`src/rtl/bsg_fifo_rolly_retx_pkg.sv`:
```
// bsg_fifo_rolly_retx_pkg: shared types and helpers for the go-back-N
// retransmit controller that drains a rollback FIFO onto a link.
package bsg_fifo_rolly_retx_pkg;

  // Controller phases: sending, committing an acked window, rewinding a
  // nacked/timed-out window, and the sticky retry-exhausted state.
  typedef enum logic [1:0] {
    SEND   = 2'd0,
    COMMIT = 2'd1,
    REWIND = 2'd2,
    ERROR  = 2'd3
  } retx_state_e;

  // Encoding of resp_ack_i.
  localparam logic RESP_ACK  = 1'b1;
  localparam logic RESP_NACK = 1'b0;

  // Sequence numbers carry one bit more than the window index so that a
  // full window and an empty window never share a base/next pair.
  function automatic int retx_seq_width(input int lg_size);
    return lg_size + 32'sd1;
  endfunction

endpackage

```
`src/rtl/bsg_fifo_rolly_retx_timer.sv`:
```
// bsg_fifo_rolly_retx_timer: response timeout counter for the retransmit
// controller. Only compiled when BSG_FIFO_ROLLY_RETX_TIMEOUT_EN is defined;
// without it the controller relies on nacks alone.
`ifdef BSG_FIFO_ROLLY_RETX_TIMEOUT_EN
module bsg_fifo_rolly_retx_timer #(
  parameter int timeout_p = 64
) (
  input  logic clk_i,
  input  logic reset_n_i,
  input  logic clear_i,
  input  logic en_i,
  input  logic active_i,
  output logic timeout_evt_o
);

  localparam logic [15:0] last_lp = 16'(timeout_p - 32'sd1);

  logic [15:0] cnt_q, cnt_d;

  // Clear has priority; otherwise count every enabled cycle.
  always_comb begin
    if (clear_i) begin
      cnt_d = 16'd0;
    end else if (en_i) begin
      cnt_d = cnt_q + 16'd1;
    end else begin
      cnt_d = cnt_q;
    end
  end

  // Counter register.
  always_ff @(posedge clk_i or negedge reset_n_i) begin
    if (!reset_n_i) begin
      cnt_q <= 16'd0;
    end else begin
      cnt_q <= cnt_d;
    end
  end

  assign timeout_evt_o = active_i & (cnt_q == last_lp);

endmodule
`endif

```
`src/rtl/bsg_fifo_rolly_retx_ctrl.sv`:
```
// bsg_fifo_rolly_retx_ctrl: go-back-N retransmit controller. Dequeues the
// rollback FIFO, tags frames with a sequence number, commits the FIFO on
// ack and rewinds it on nack (or on timeout when
// BSG_FIFO_ROLLY_RETX_TIMEOUT_EN is defined).
module bsg_fifo_rolly_retx_ctrl
  import bsg_fifo_rolly_retx_pkg::*;
#(
  parameter int width_p       = 8,
  parameter int lg_size_p     = 2,
  parameter int timeout_p     = 64,
  parameter int max_retries_p = 3
) (
  input  logic                           clk_i,
  input  logic                           reset_n_i,
  input  logic [width_p-1:0]             fifo_data_i,
  input  logic                           fifo_v_i,
  output logic                           fifo_yumi_o,
  output logic                           fifo_ack_v_o,
  output logic                           fifo_rollback_v_o,
  output logic [lg_size_p+width_p:0]     link_data_o,
  output logic                           link_v_o,
  input  logic                           link_ready_i,
  input  logic                           resp_v_i,
  input  logic                           resp_ack_i,
  output logic                           error_o
);

  localparam int seq_w_lp = retx_seq_width(lg_size_p);
  localparam logic [lg_size_p:0] window_lp   = {1'b1, {lg_size_p{1'b0}}};
  localparam logic [lg_size_p:0] cnt_one_lp  = {{lg_size_p{1'b0}}, 1'b1};
  localparam logic [seq_w_lp-1:0] seq_one_lp = {{(seq_w_lp-1){1'b0}}, 1'b1};
  localparam logic [7:0] max_retries_lp      = 8'(max_retries_p);

  typedef struct packed {
    logic [seq_w_lp-1:0] seq;
    logic [width_p-1:0]  payload;
  } frame_s;

  retx_state_e         state_q, state_d;
  logic [lg_size_p:0]  out_cnt_q, out_cnt_d;
  logic [seq_w_lp-1:0] seq_q, seq_d, seq_base_q, seq_base_d;
  logic [7:0]          retry_q, retry_d;

  logic   in_send_s, busy_s, resp_acc_s, ack_s, rewind_s;
  logic   link_v_s, xfer_s, timeout_evt_s;
  frame_s frame_out_s;

`ifdef BSG_FIFO_ROLLY_RETX_TIMEOUT_EN
  bsg_fifo_rolly_retx_timer #(
    .timeout_p(timeout_p)
  ) timer (
    .clk_i        (clk_i),
    .reset_n_i    (reset_n_i),
    .clear_i      (xfer_s | resp_acc_s | rewind_s),
    .en_i         (in_send_s & busy_s),
    .active_i     (busy_s),
    .timeout_evt_o(timeout_evt_s)
  );
`else
  logic unused_timeout_s;
  assign timeout_evt_s    = 1'b0;
  assign unused_timeout_s = (timeout_p == 32'sd0);
`endif

  // Handshake decode: responses and timeouts pre-empt any send this cycle,
  // and the link is held quiet while reset is asserted.
  always_comb begin
    in_send_s   = (state_q == SEND);
    busy_s      = (out_cnt_q != {(lg_size_p+1){1'b0}});
    resp_acc_s  = in_send_s & resp_v_i & busy_s;
    ack_s       = resp_acc_s & (resp_ack_i == RESP_ACK);
    rewind_s    = (resp_acc_s & (resp_ack_i == RESP_NACK))
                | (in_send_s & timeout_evt_s & ~resp_acc_s);
    link_v_s    = reset_n_i & in_send_s & fifo_v_i & (out_cnt_q < window_lp)
                & ~resp_v_i & ~timeout_evt_s;
    xfer_s      = link_v_s & link_ready_i;
    frame_out_s = '{seq: seq_q, payload: fifo_data_i};
  end

  // Next-state and window bookkeeping.
  always_comb begin
    state_d    = state_q;
    out_cnt_d  = out_cnt_q;
    seq_d      = seq_q;
    seq_base_d = seq_base_q;
    retry_d    = retry_q;
    case (state_q)
      SEND: begin
        if (ack_s) begin
          state_d    = COMMIT;
          out_cnt_d  = {(lg_size_p+1){1'b0}};
          seq_base_d = seq_q;
          retry_d    = 8'd0;
        end else if (rewind_s) begin
          state_d   = REWIND;
          out_cnt_d = {(lg_size_p+1){1'b0}};
          seq_d     = seq_base_q;
          retry_d   = retry_q + 8'd1;
        end else if (xfer_s) begin
          out_cnt_d = out_cnt_q + cnt_one_lp;
          seq_d     = seq_q + seq_one_lp;
        end else begin
          state_d = SEND;
        end
      end
      COMMIT:  state_d = SEND;
      REWIND:  state_d = (retry_q == max_retries_lp) ? ERROR : SEND;
      ERROR:   state_d = ERROR;
      default: state_d = SEND;
    endcase
  end

  // Controller state registers; reset discards any in-flight window.
  always_ff @(posedge clk_i or negedge reset_n_i) begin
    if (!reset_n_i) begin
      state_q    <= SEND;
      out_cnt_q  <= {(lg_size_p+1){1'b0}};
      seq_q      <= {seq_w_lp{1'b0}};
      seq_base_q <= {seq_w_lp{1'b0}};
      retry_q    <= 8'd0;
    end else begin
      state_q    <= state_d;
      out_cnt_q  <= out_cnt_d;
      seq_q      <= seq_d;
      seq_base_q <= seq_base_d;
      retry_q    <= retry_d;
    end
  end

  assign fifo_yumi_o       = xfer_s;
  assign link_v_o          = link_v_s;
  assign link_data_o       = link_v_s ? frame_out_s : '0;
  assign fifo_ack_v_o      = (state_q == COMMIT);
  assign fifo_rollback_v_o = (state_q == REWIND);
  assign error_o           = (state_q == ERROR);

endmodule

```
`config.mk`:
```
export PLATFORM = sky130hd
export DESIGN_NAME = bsg_fifo_rolly_retx_ctrl
export DESIGN_NICKNAME = d
export VERILOG_FILES = /design/src/rtl/bsg_fifo_rolly_retx_pkg.sv /design/src/rtl/bsg_fifo_rolly_retx_timer.sv /design/src/rtl/bsg_fifo_rolly_retx_ctrl.sv
export SDC_FILE = /design/constraint.sdc
export NUM_CORES = 1
export LEC_CHECK = 0
export ABC_AREA = 1
export CORE_ASPECT_RATIO = 1.2
export CORE_UTILIZATION = 48
export DETAILED_ROUTE_END_ITERATION = 12
export GPL_TIMING_DRIVEN = 0
export PLACE_DENSITY = 0.81
export SKIP_LAST_GASP = 1
export SLEW_MARGIN = 25
export SYNTH_ARGS = -nofsm -noshare
export SYNTH_HDL_FRONTEND = slang
export SYNTH_HIERARCHICAL = 1
export SYNTH_SLANG_ARGS = --single-unit
```
`constraint.sdc`:
```
create_clock -name clk_i -period 2 [get_ports clk_i]
set_clock_uncertainty 0.2 [all_clocks]
set_input_delay 0.2 -clock clk_i [delete_from_list [all_inputs] [get_ports clk_i]]
set_output_delay 0.2 -clock clk_i [all_outputs]
set_load 0.02 [all_outputs]
```
==> flow_summary.toml <==
[route]
drc = 0
drtPass1Iterations = 4
vias = 1172
ant_nets = 0
drt-vias-per-instance = 4.987
drt_wl_total_um = 2779
post_drt_wl_per_cell_um = 11.83
drtIter0Drc = 21

[global_route]
grtUsageMet1 = 0.2609
grt_use_met3 = 0.02251
grt_pass1_wl_um = 4498
first_global_vias = 1107
antenna_found_initial = 0
grtUsageTotal = 0.2275
grt_max_degree = 20
gr-total-overflow = 0
gr-usage-met2 = 0.4189
gr-max-usage-layer = "met2"

[timing]
fin_ws_ns = 0.01632
period_needed_ns = 1.984
tightestPinTransition_ns = 0.8674
holdWs_ns = 0.1196
rsz0062_at_grt = "yes"
max_freq_ghz = 0.5041
slew_headroom = 0.4198
maxSlewViolCount = 0
finalHoldViolCount = 0
setup_viol = 0
fin_crit_sh = 0.9918

[critical_path]
critPathKind = "flop to output port"
critPathRequiredTime_ns = 1.60
cp_slowest_cell = "dfrtp_1"
path_buf_inv = 2
start_kind = "flop"
cp.arrival_ns = 1.58
crit_fanout = 10
setup.worst_path.end_class = "output port"
max_stage_delay_ns = 0.42
cp_top_family = "buffers and inverters"
path_cells = "nor3_2, nand2_2, clkbuf_4, nor2_1, clkdlybuf4s15_2"

[power_and_ir_drop]
leakage_nw = 0.9487
p_per_area_mw_per_mm2 = 392.1
ir_drop_uv = 270.4

[synthesis]
ys_types = 26
syn-cell-area_mm2 = 0.001206
synth_nets = 183
ys_ff_latch = 19
netlist_instances = 165
ys_warn_count = 6
yosysSeqAreaShare = 0.3942
synth.avg_cell_area_um2 = 7.310

[place]
io_buffers = 29
gp_congestion = 0.7788
dp_hpwl_um = 2028
dp_cells = 225
pre_cts_slack_ns = -1.151

[clock_network]
clock_sinks = 19
clk_pin_slew_ns = 0.10
cts_buffer_depth = 2
cts-root-buf = "clkbuf_4"
htree_levels = 1
clk_latency_ns = 0.29
cts_inserted_buffers = 3
cts_tree = "yes"

[cells_and_area]
synthToLayoutAreaGrowth_pct = 31.02
drive_above_1_share = 0.1765
layout_commonest_cell = "nand2_1"
post-route-util = 0.6783
fillers = 209
final_cells = 235
final_cell_mix = "nand2_1, inv_1, nor2_1, dfrtp_1, nand3_1"
fin_nets = 223
antenna_cells = 0

[run_status]
status = "completed"

[floorplanning]
ios = 30
fp.coreArea_mm2 = 0.002330
rows = 19
die_area_mm2 = 0.002718
die_y_um = 56.91
start_util = 0.5177
dieWidth_um = 47.76

[job]
maxCapViolCount = 0

[min_path]
holdCritPathClass = "primary input to flop"
==> power breakdown <==
group          leakage, nW  switching [W]  internal, W
clock               0.0150       0.000112    0.0000775
combinational        0.694      0.0000217    0.0000241
sequential           0.239              0     0.000384
total                0.949       0.000134     0.000485
==> stage by stage <==
| stage | setup TNS (ns) | area [um^2] | total power (W) |
|---|---|---|---|
| floorplan | 0 | 1206 | 0.0003988 |
| global placement | -15.29 | 1535 | 0.0004354 |
| detailed placement | -15.72 | 1535 | 0.0004361 |
| CTS | -0.1149 | 1618 | 0.0006237 |
| global route | -0.08713 | 1580 | 0.0006423 |
| finish | 0 | 1580 | 0.0006196 |
==> synthesized netlist by cell type (all sizes together) <==
cell | instances | area share
o22ai | 1 | 0.0052
xnor2 | 2 | 0.015
nand4 | 6 | 0.041
buf | 2 | 0.013
inv | 31 | 0.096
nor2 | 22 | 0.083
nand2 | 47 | 0.15
o21ai | 5 | 0.021
nand3 | 18 | 0.089
ha | 4 | 0.041
a21oi | 2 | 0.011
nand3b | 2 | 0.023
dfrtp | 19 | 0.39
nor3 | 3 | 0.012
clkinv | 1 | 0.0031
==> worst reg2reg max path: stages, from the launching register on <==
cell	delay, ns
dfrtp_1	0.44
nor2_4	0.14
buf_4	0.15
buf_4	0.14
nand4_2	0.28
nand2_1	0.16
nand2_1	0.07
nand2_1	0.06
nand2_1	0.06
==> area by class of cell <==
cell class | count | area, um^2 | share of cell area
buffer | 2 | 18.77 | 0.01188
clock buffer | 4 | 26.28 | 0.01663
inverter | 32 | 120.1 | 0.07601
multi-input combinational | 112 | 610.6 | 0.3864
sequential | 19 | 475.5 | 0.3009
tap | 31 | 38.79 | 0.02454
timing repair buffer | 35 | 290.3 | 0.1837
==> what timing repair did <==
item,4_1_cts,5_1_grt
setup buffers,5,0
endpoints found under the hold margin,19,0
cloned,0,0
pin swaps,1,0
gates resized for setup,40,16
endpoints found under the setup margin,17,13
hold buffers,1,0
==> cell families after synthesis <==
family | synth area share
buf+inv | 0.1131
flops | 0.3942
compound gates | 0.03734
xor+xnor | 0.01453
fa+ha+maj | 0.04150
simple gates | 0.3994
==> metal layers <==
metal	vias to the layer above	wire length (um)
li1	598	-
met1	540	1161
met2	30	1498
met3	4	89
met4	0	31
met5	-	0
==> registers in the layout, indices dropped and copies added, names as in the netlist <==
name and cells:
retry_q 8, out_cnt_q 3, seq_base_q 3, seq_q 3, state_q 2
==> final timing paths <==
check | cells past startpoint | from | end | slack [ns]
worst max-delay path | 5 | out_cnt_q[2] | link_data_o[5] | 0.02
min in group asynchronous | 2 | reset_n_i | state_q[0] | 0.37
worst min register to register | 2 | seq_base_q[0] | seq_base_q[0] | 0.31
worst max register to register | 8 | state_q[1] | seq_q[1] | 0.22
max in group asynchronous | 2 | reset_n_i | retry_q[7] | 0.71
worst min-delay path | 5 | reset_n_i | out_cnt_q[2] | 0.12
(Power assumes the default switching activity.)
